## src/rtl/rr_arb8_idx.sv

```systemverilog
// rr_arb8_idx: eight-way round-robin arbiter with a registered 3-bit grant
// index and valid flag, feeding a 3-to-8 decoder downstream.
// Optional grant-hold limit enabled by the macro ARB_TIMEOUT_EN.
module rr_arb8_idx #(
  parameter int unsigned MAX_HOLD = 15  // 1..255, used only with ARB_TIMEOUT_EN
) (
  input  logic       clk,
  input  logic       rst,
  input  logic [7:0] req,
  input  logic       done,
  output logic [2:0] gnt_idx,
  output logic       gnt_vld,
  output logic       timeout
);

  typedef enum logic {
    ST_IDLE  = 1'b0,
    ST_GRANT = 1'b1
  } state_t;

  state_t     state_q, state_d;
  logic [2:0] ptr_q, ptr_d;
  logic [2:0] gnt_idx_q, gnt_idx_d;
  logic       timeout_q, timeout_d;

  // Request vector rotated so that bit 0 is the requester named by ptr_q.
  logic [7:0] rot_req;
  genvar gi;
  generate
    for (gi = 0; gi < 8; gi++) begin : g_rot
      assign rot_req[gi] = req[ptr_q + 3'(gi)];
    end
  endgenerate

  // Lowest set bit of the rotated vector = first requester at or after ptr.
  logic [2:0] rot_pick;
  always_comb begin
    rot_pick = 3'd0;
    for (int i = 7; i >= 0; i--) begin
      if (rot_req[i]) rot_pick = 3'(i);
    end
  end

  logic [2:0] win_idx;
  logic       req_any;
  logic       release_ev;
  logic       hold_limit;

  assign win_idx    = ptr_q + rot_pick;
  assign req_any    = |req;
  // Owner finished or stopped asking; both together are one release.
  assign release_ev = done | ~req[gnt_idx_q];

`ifdef ARB_TIMEOUT_EN
  // hold_q counts completed GRANT cycles minus one; at MAX_HOLD-1 the
  // current cycle is the MAX_HOLD-th valid cycle, so the next edge revokes.
  logic [7:0] hold_q, hold_d;
  assign hold_limit = (hold_q == 8'(MAX_HOLD - 1));
`else
  logic [7:0] unused_max_hold;
  assign unused_max_hold = 8'(MAX_HOLD);
  assign hold_limit      = 1'b0;
`endif

  // Next-state logic: grant from IDLE, release or revoke from GRANT.
  always_comb begin
    state_d   = state_q;
    ptr_d     = ptr_q;
    gnt_idx_d = gnt_idx_q;
    timeout_d = 1'b0;
`ifdef ARB_TIMEOUT_EN
    hold_d    = hold_q;
`endif
    case (state_q)
      ST_IDLE: begin
        // done is meaningless here; only req starts a grant.
        if (req_any) begin
          gnt_idx_d = win_idx;
          state_d   = ST_GRANT;
`ifdef ARB_TIMEOUT_EN
          hold_d    = 8'd0;
`endif
        end
      end
      ST_GRANT: begin
        // A genuine release wins over the hold limit, so no timeout pulse.
        if (release_ev) begin
          state_d = ST_IDLE;
          ptr_d   = gnt_idx_q + 3'd1;
        end else if (hold_limit) begin
          state_d   = ST_IDLE;
          ptr_d     = gnt_idx_q + 3'd1;
          timeout_d = 1'b1;
        end else begin
`ifdef ARB_TIMEOUT_EN
          hold_d = hold_q + 8'd1;
`endif
        end
      end
      default: state_d = ST_IDLE;
    endcase
  end

  // State register with synchronous reset that overrides a live grant.
  always_ff @(posedge clk) begin
    if (rst) begin
      state_q   <= ST_IDLE;
      ptr_q     <= 3'd0;
      gnt_idx_q <= 3'd0;
      timeout_q <= 1'b0;
`ifdef ARB_TIMEOUT_EN
      hold_q    <= 8'd0;
`endif
    end else begin
      state_q   <= state_d;
      ptr_q     <= ptr_d;
      gnt_idx_q <= gnt_idx_d;
      timeout_q <= timeout_d;
`ifdef ARB_TIMEOUT_EN
      hold_q    <= hold_d;
`endif
    end
  end

  assign gnt_idx = gnt_idx_q;
  assign gnt_vld = (state_q == ST_GRANT);
  assign timeout = timeout_q;

endmodule

```

## config.mk

```make
export PLATFORM = sky130hd
export DESIGN_NAME = rr_arb8_idx
export DESIGN_NICKNAME = d
export VERILOG_FILES = /design/src/rtl/rr_arb8_idx.sv
export SDC_FILE = /design/constraint.sdc
export NUM_CORES = 1
export LEC_CHECK = 0
export ABC_AREA = 1
export CORE_MARGIN = 1
export CORE_UTILIZATION = 50
export DETAILED_ROUTE_END_ITERATION = 10
export PLACE_DENSITY = 0.75
export SLEW_MARGIN = 10
export SYNTH_ARGS = -nofsm -noshare
export SYNTH_HDL_FRONTEND = slang
export SYNTH_SLANG_ARGS = --single-unit
```

## constraint.sdc

```tcl
create_clock -name clk -period 3.12 [get_ports clk]
set_input_delay 0.936 -clock clk [delete_from_list [all_inputs] [get_ports clk]]
set_output_delay 0.936 -clock clk [all_outputs]
set_load 0.005 [all_outputs]
```

==> results by group <==
Run status
  • Status: complete, no violations

Floorplan
  • Die width: 46.41 µm
  • Site Rows: 15
  • Io pins: 16
  • DIE AREA: between 2000 and 2500 µm²
  • Die extent in y: 46.41 µm
  • Initial Utilization: 0.5530
  • Core area: 1783 µm²

Detailed routing
  • Met3 routed WL: 64 µm
  • 1st-iter DRT viols: 19
  • Routed Wire Length: ~2300 µm
  • Routed wl met2: roughly 1100 µm
  • Post-DRT Antenna Nets: 0
  • Vias/cell: 4.894
  • Total number of vias: approximately 1100
  • DR DRC count: 0
  • Met1 Wirelength: 1133 µm
  • Wire per inst: ~11 µm
  • Total iterations of the first detailed-routing run: 4
  • Top sig layer: met4

Yosys
  • EDFF count, synth: 0
  • Predominant post-synthesis flop cell: dfxtp_1
  • Syn avg cell area: roughly 6.0 µm²
  • Async SR Flop Fraction: 0
  • Leading post-synthesis cells by cell area: nand2_1, dfxtp_1, nand3_1
  • Synth Instances: 163
  • Yosys reg bits: 7
  • Commonest cells post-synth: nand2_1, nand3_1, inv_1
  • Share of the synthesized area in the top cell type: 0.1865
  • Mapped Nets: 179
  • Ys Warns: 0
  • Most numerous cell in the Yosys netlist: nand2_1
  • Seq/Total Area, Yosys: 0.1421
  • Distinct cells, synth: 27
  • Largest area contributor in the netlist: nand2_1
  • Mapped cell area: between 900 and 1000 µm²

Global route
  • Initial antenna violation count: 0
  • Largest net degree at the start of global routing: 13
  • Vias in the first global route: 942
  • Total GRT Usage: 0.2484
  • First-pass GRT wire length: 3864 µm
  • Total grt overflow: 0

Clock network
  • CTS root buf: clkbuf_4
  • Postcts setup bufs: 0
  • # clock sinks: 7
  • Total CTS buffers: 3
  • Max clock buf depth: 2
  • CTS tree: built
  • Clock slew at reported path FFs: 0.06 ns
  • H-tree depth: 1
  • Clock latency on the worst-skew pair: 0.25 ns

Layout
  • P&R area growth vs syn: 31.47%
  • Final non-filler cell area: around 1300 µm²
  • Post-layout util: 0.7270
  • # diodes: 0
  • Share of cells above drive strength 1: 0.2228
  • Final net count: 210

STA
  • Final setup vio count: 0
  • Fin Setup TNS: 0 ns
  • Slew margin rel.: 0.6082
  • Final period utilization: 0.9016
  • Min Tclk post-route: 2.813 ns
  • Worst-Margin Slew: 0.5869 ns
  • Final Hold Vio Count: 0
  • RSZ-0062 raised after global routing: false
  • Fmax: between 0.3 and 0.4 GHz
  • Slew Viols, Final: 0
  • Clock Skews: 0.0008073 ns
  • Final worst slack: 0.3069 ns

Worst setup path
  • Crit path cell chain: inv_8 > ha_1 > inv_1 > nand3_1 > nand3_1 > nand2_1 > inv_1 > nand2_1 > nand2_1 > nand2_1 > nand2_1 > a21boi_1 > ha_1 > inv_1 > fa_1 > xor2_1 > inv_1 > nand3_1 > nand2_1 > a21oi_2
  • Setup CP Type: reg -> reg
  • Worst EP arrival: 2.95 ns
  • Cell repeated most along the worst path: nand2_1
  • Crit. End Element: flip-flop
  • Max incr delay on CP: 0.43 ns
  • Crit path max fanout: 9
  • Worst setup SP type: flip-flop
  • CP max-delay cell: dfxtp_1
  • Req. time, crit path: 3.26 ns

Pwr
  • P_int: 0.4740 mW
  • Total chip power: 0.9118 mW
  • Switching Power: 0.4378 mW
  • Worst vdd ir: 429.6 µV
  • Register share of total power: 0.180
  • Power per cell area: 703.5 nW/µm²
  • Comb power frac: 0.726
  • Clock share of power: 0.094
  • Leak: 0.7229 nW
  • Switching share of total power: 0.4802

Worst hold path
  • Hold Path Class: reg -> reg

Placed design
  • Worst slack, placed: -0.2426 ns
  • Placed cell area: 1242 µm²
  • Number of buffers inserted by port buffering: 14
  • DP HPWL: 1944 µm
  • Final GP Congestion: 0.8871

Run
  • # Max-Cap Violations: 0
-- path summary, 6_finish.rpt --
path / start / end / slack, ns / cells past startpoint
setup / recovery: ptr_q[0]$_SDFFE_PP0P_ / gnt_idx[2]$_SDFFE_PP0P_ / 0.31 / 20
hold / removal: gnt_vld$_SDFF_PP0_ / gnt_idx[0]$_SDFFE_PP0P_ / 0.58 / 2
setup reg to reg: ptr_q[0]$_SDFFE_PP0P_ / gnt_idx[2]$_SDFFE_PP0P_ / 0.31 / 20
hold reg to reg: gnt_vld$_SDFF_PP0_ / gnt_idx[0]$_SDFFE_PP0P_ / 0.58 / 2
-- cells in the final DEF, fill, tap and decap left out --
master           Yosys  routed
ha_1                 4       4
a21oi_2              1       1
nor2_1              14      14
xor2_4               1       1
o21ai_0              7       7
nand4_1              1       1
buf_4                2      17
nor3_1               2       2
fa_1                 1       1
a21oi_1              2       2
conb_1               1       1
nand2_1             49      46
clkbuf_1             0       1
xor2_1               4       4
o211ai_1             4       4
clkbuf_4             0       3
xnor2_1              2       2
clkdlybuf4s50_1      0       6
inv_8                1       1
inv_1               16      16
nand2_2              9      12
o21bai_1             1       1
nor2_2               2       2
dfxtp_1              7       7
a21boi_1             1       1
nand3_2              4       4
dlymetal6s2s_1       0       8
inv_2                2       2
nand3_1             22      22
-- layout make-up --
class / instances / area, µm²
Multi-Input combinational cell: 132 / 732.0
Fill cell: 160 / 486.7
Timing Repair Buffer: 31 / 287.8
Sequential cell: 7 / 140.1
Inverter: 19 / 78.83
Tap cell: 25 / 31.28
Clock buffer: 4 / 26.28
-- per-layer routing --
layer  GRT usage  vias up
li1            -      579
met4     0.03529        0
met5           0        -
met3     0.03529        2
met1      0.3107      469
met2      0.4500       17
-- state kept, by name (all words and copies together), names as in the netlist --
signal / count
gnt_idx: 3
ptr_q: 3
gnt_vld: 1
-- power groups by stage --
stage                     combinational, mW  clock [mW]  sequential [mW]
after CTS                             0.663      0.0853            0.163
after global placement                0.645           0            0.164
after detailed placement              0.660           0            0.165
after global routing                  0.744      0.0918            0.168
final                                 0.662      0.0862            0.164
after floorplan                       0.469           0            0.136
-- worst max-delay path, delay by kind of cell, from the launching register on --
family	cells	cell delay (ns)
AOI/OAI and AO/OA	2	0.17
adders and majority gates	3	0.92
xor gates and xnor gates	1	0.16
DFF	1	0.43
and+or+nand+nor	9	0.65
buffers and inverters	5	0.35
-- metrics by stage --
step | hold slack [ns] | std cells
3_5_place_dp | 0.5598 | 214
2_1_floorplan | 0.5388 | 163
5_1_grt | 0.6150 | 218
6_report | 0.5773 | 218
4_1_cts | 0.5782 | 218
3_3_place_gp | 0.5548 | 214
-- repair_timing --
item	4_1_cts	5_1_grt
setup endpoints to repair	0	1
resized for setup	0	11
hold buffers	0	0
-- logic make-up (layout without fill, tap and decap cells) --
| group | after synthesis | after routing | share of synthesized area |
|---|---|---|---|
| other | 1 | 1 | 0.003803 |
| DFF | 7 | 7 | 0.1421 |
| xor gates and xnor gates | 7 | 7 | 0.08122 |
| and+or+nand+nor | 103 | 103 | 0.4784 |
| AOI/OAI and AO/OA | 16 | 16 | 0.1003 |
| adders and majority gates | 5 | 5 | 0.07107 |
| buffers and inverters | 24 | 54 | 0.1231 |
No activity file was read; power rests on OpenSTA's default activity.
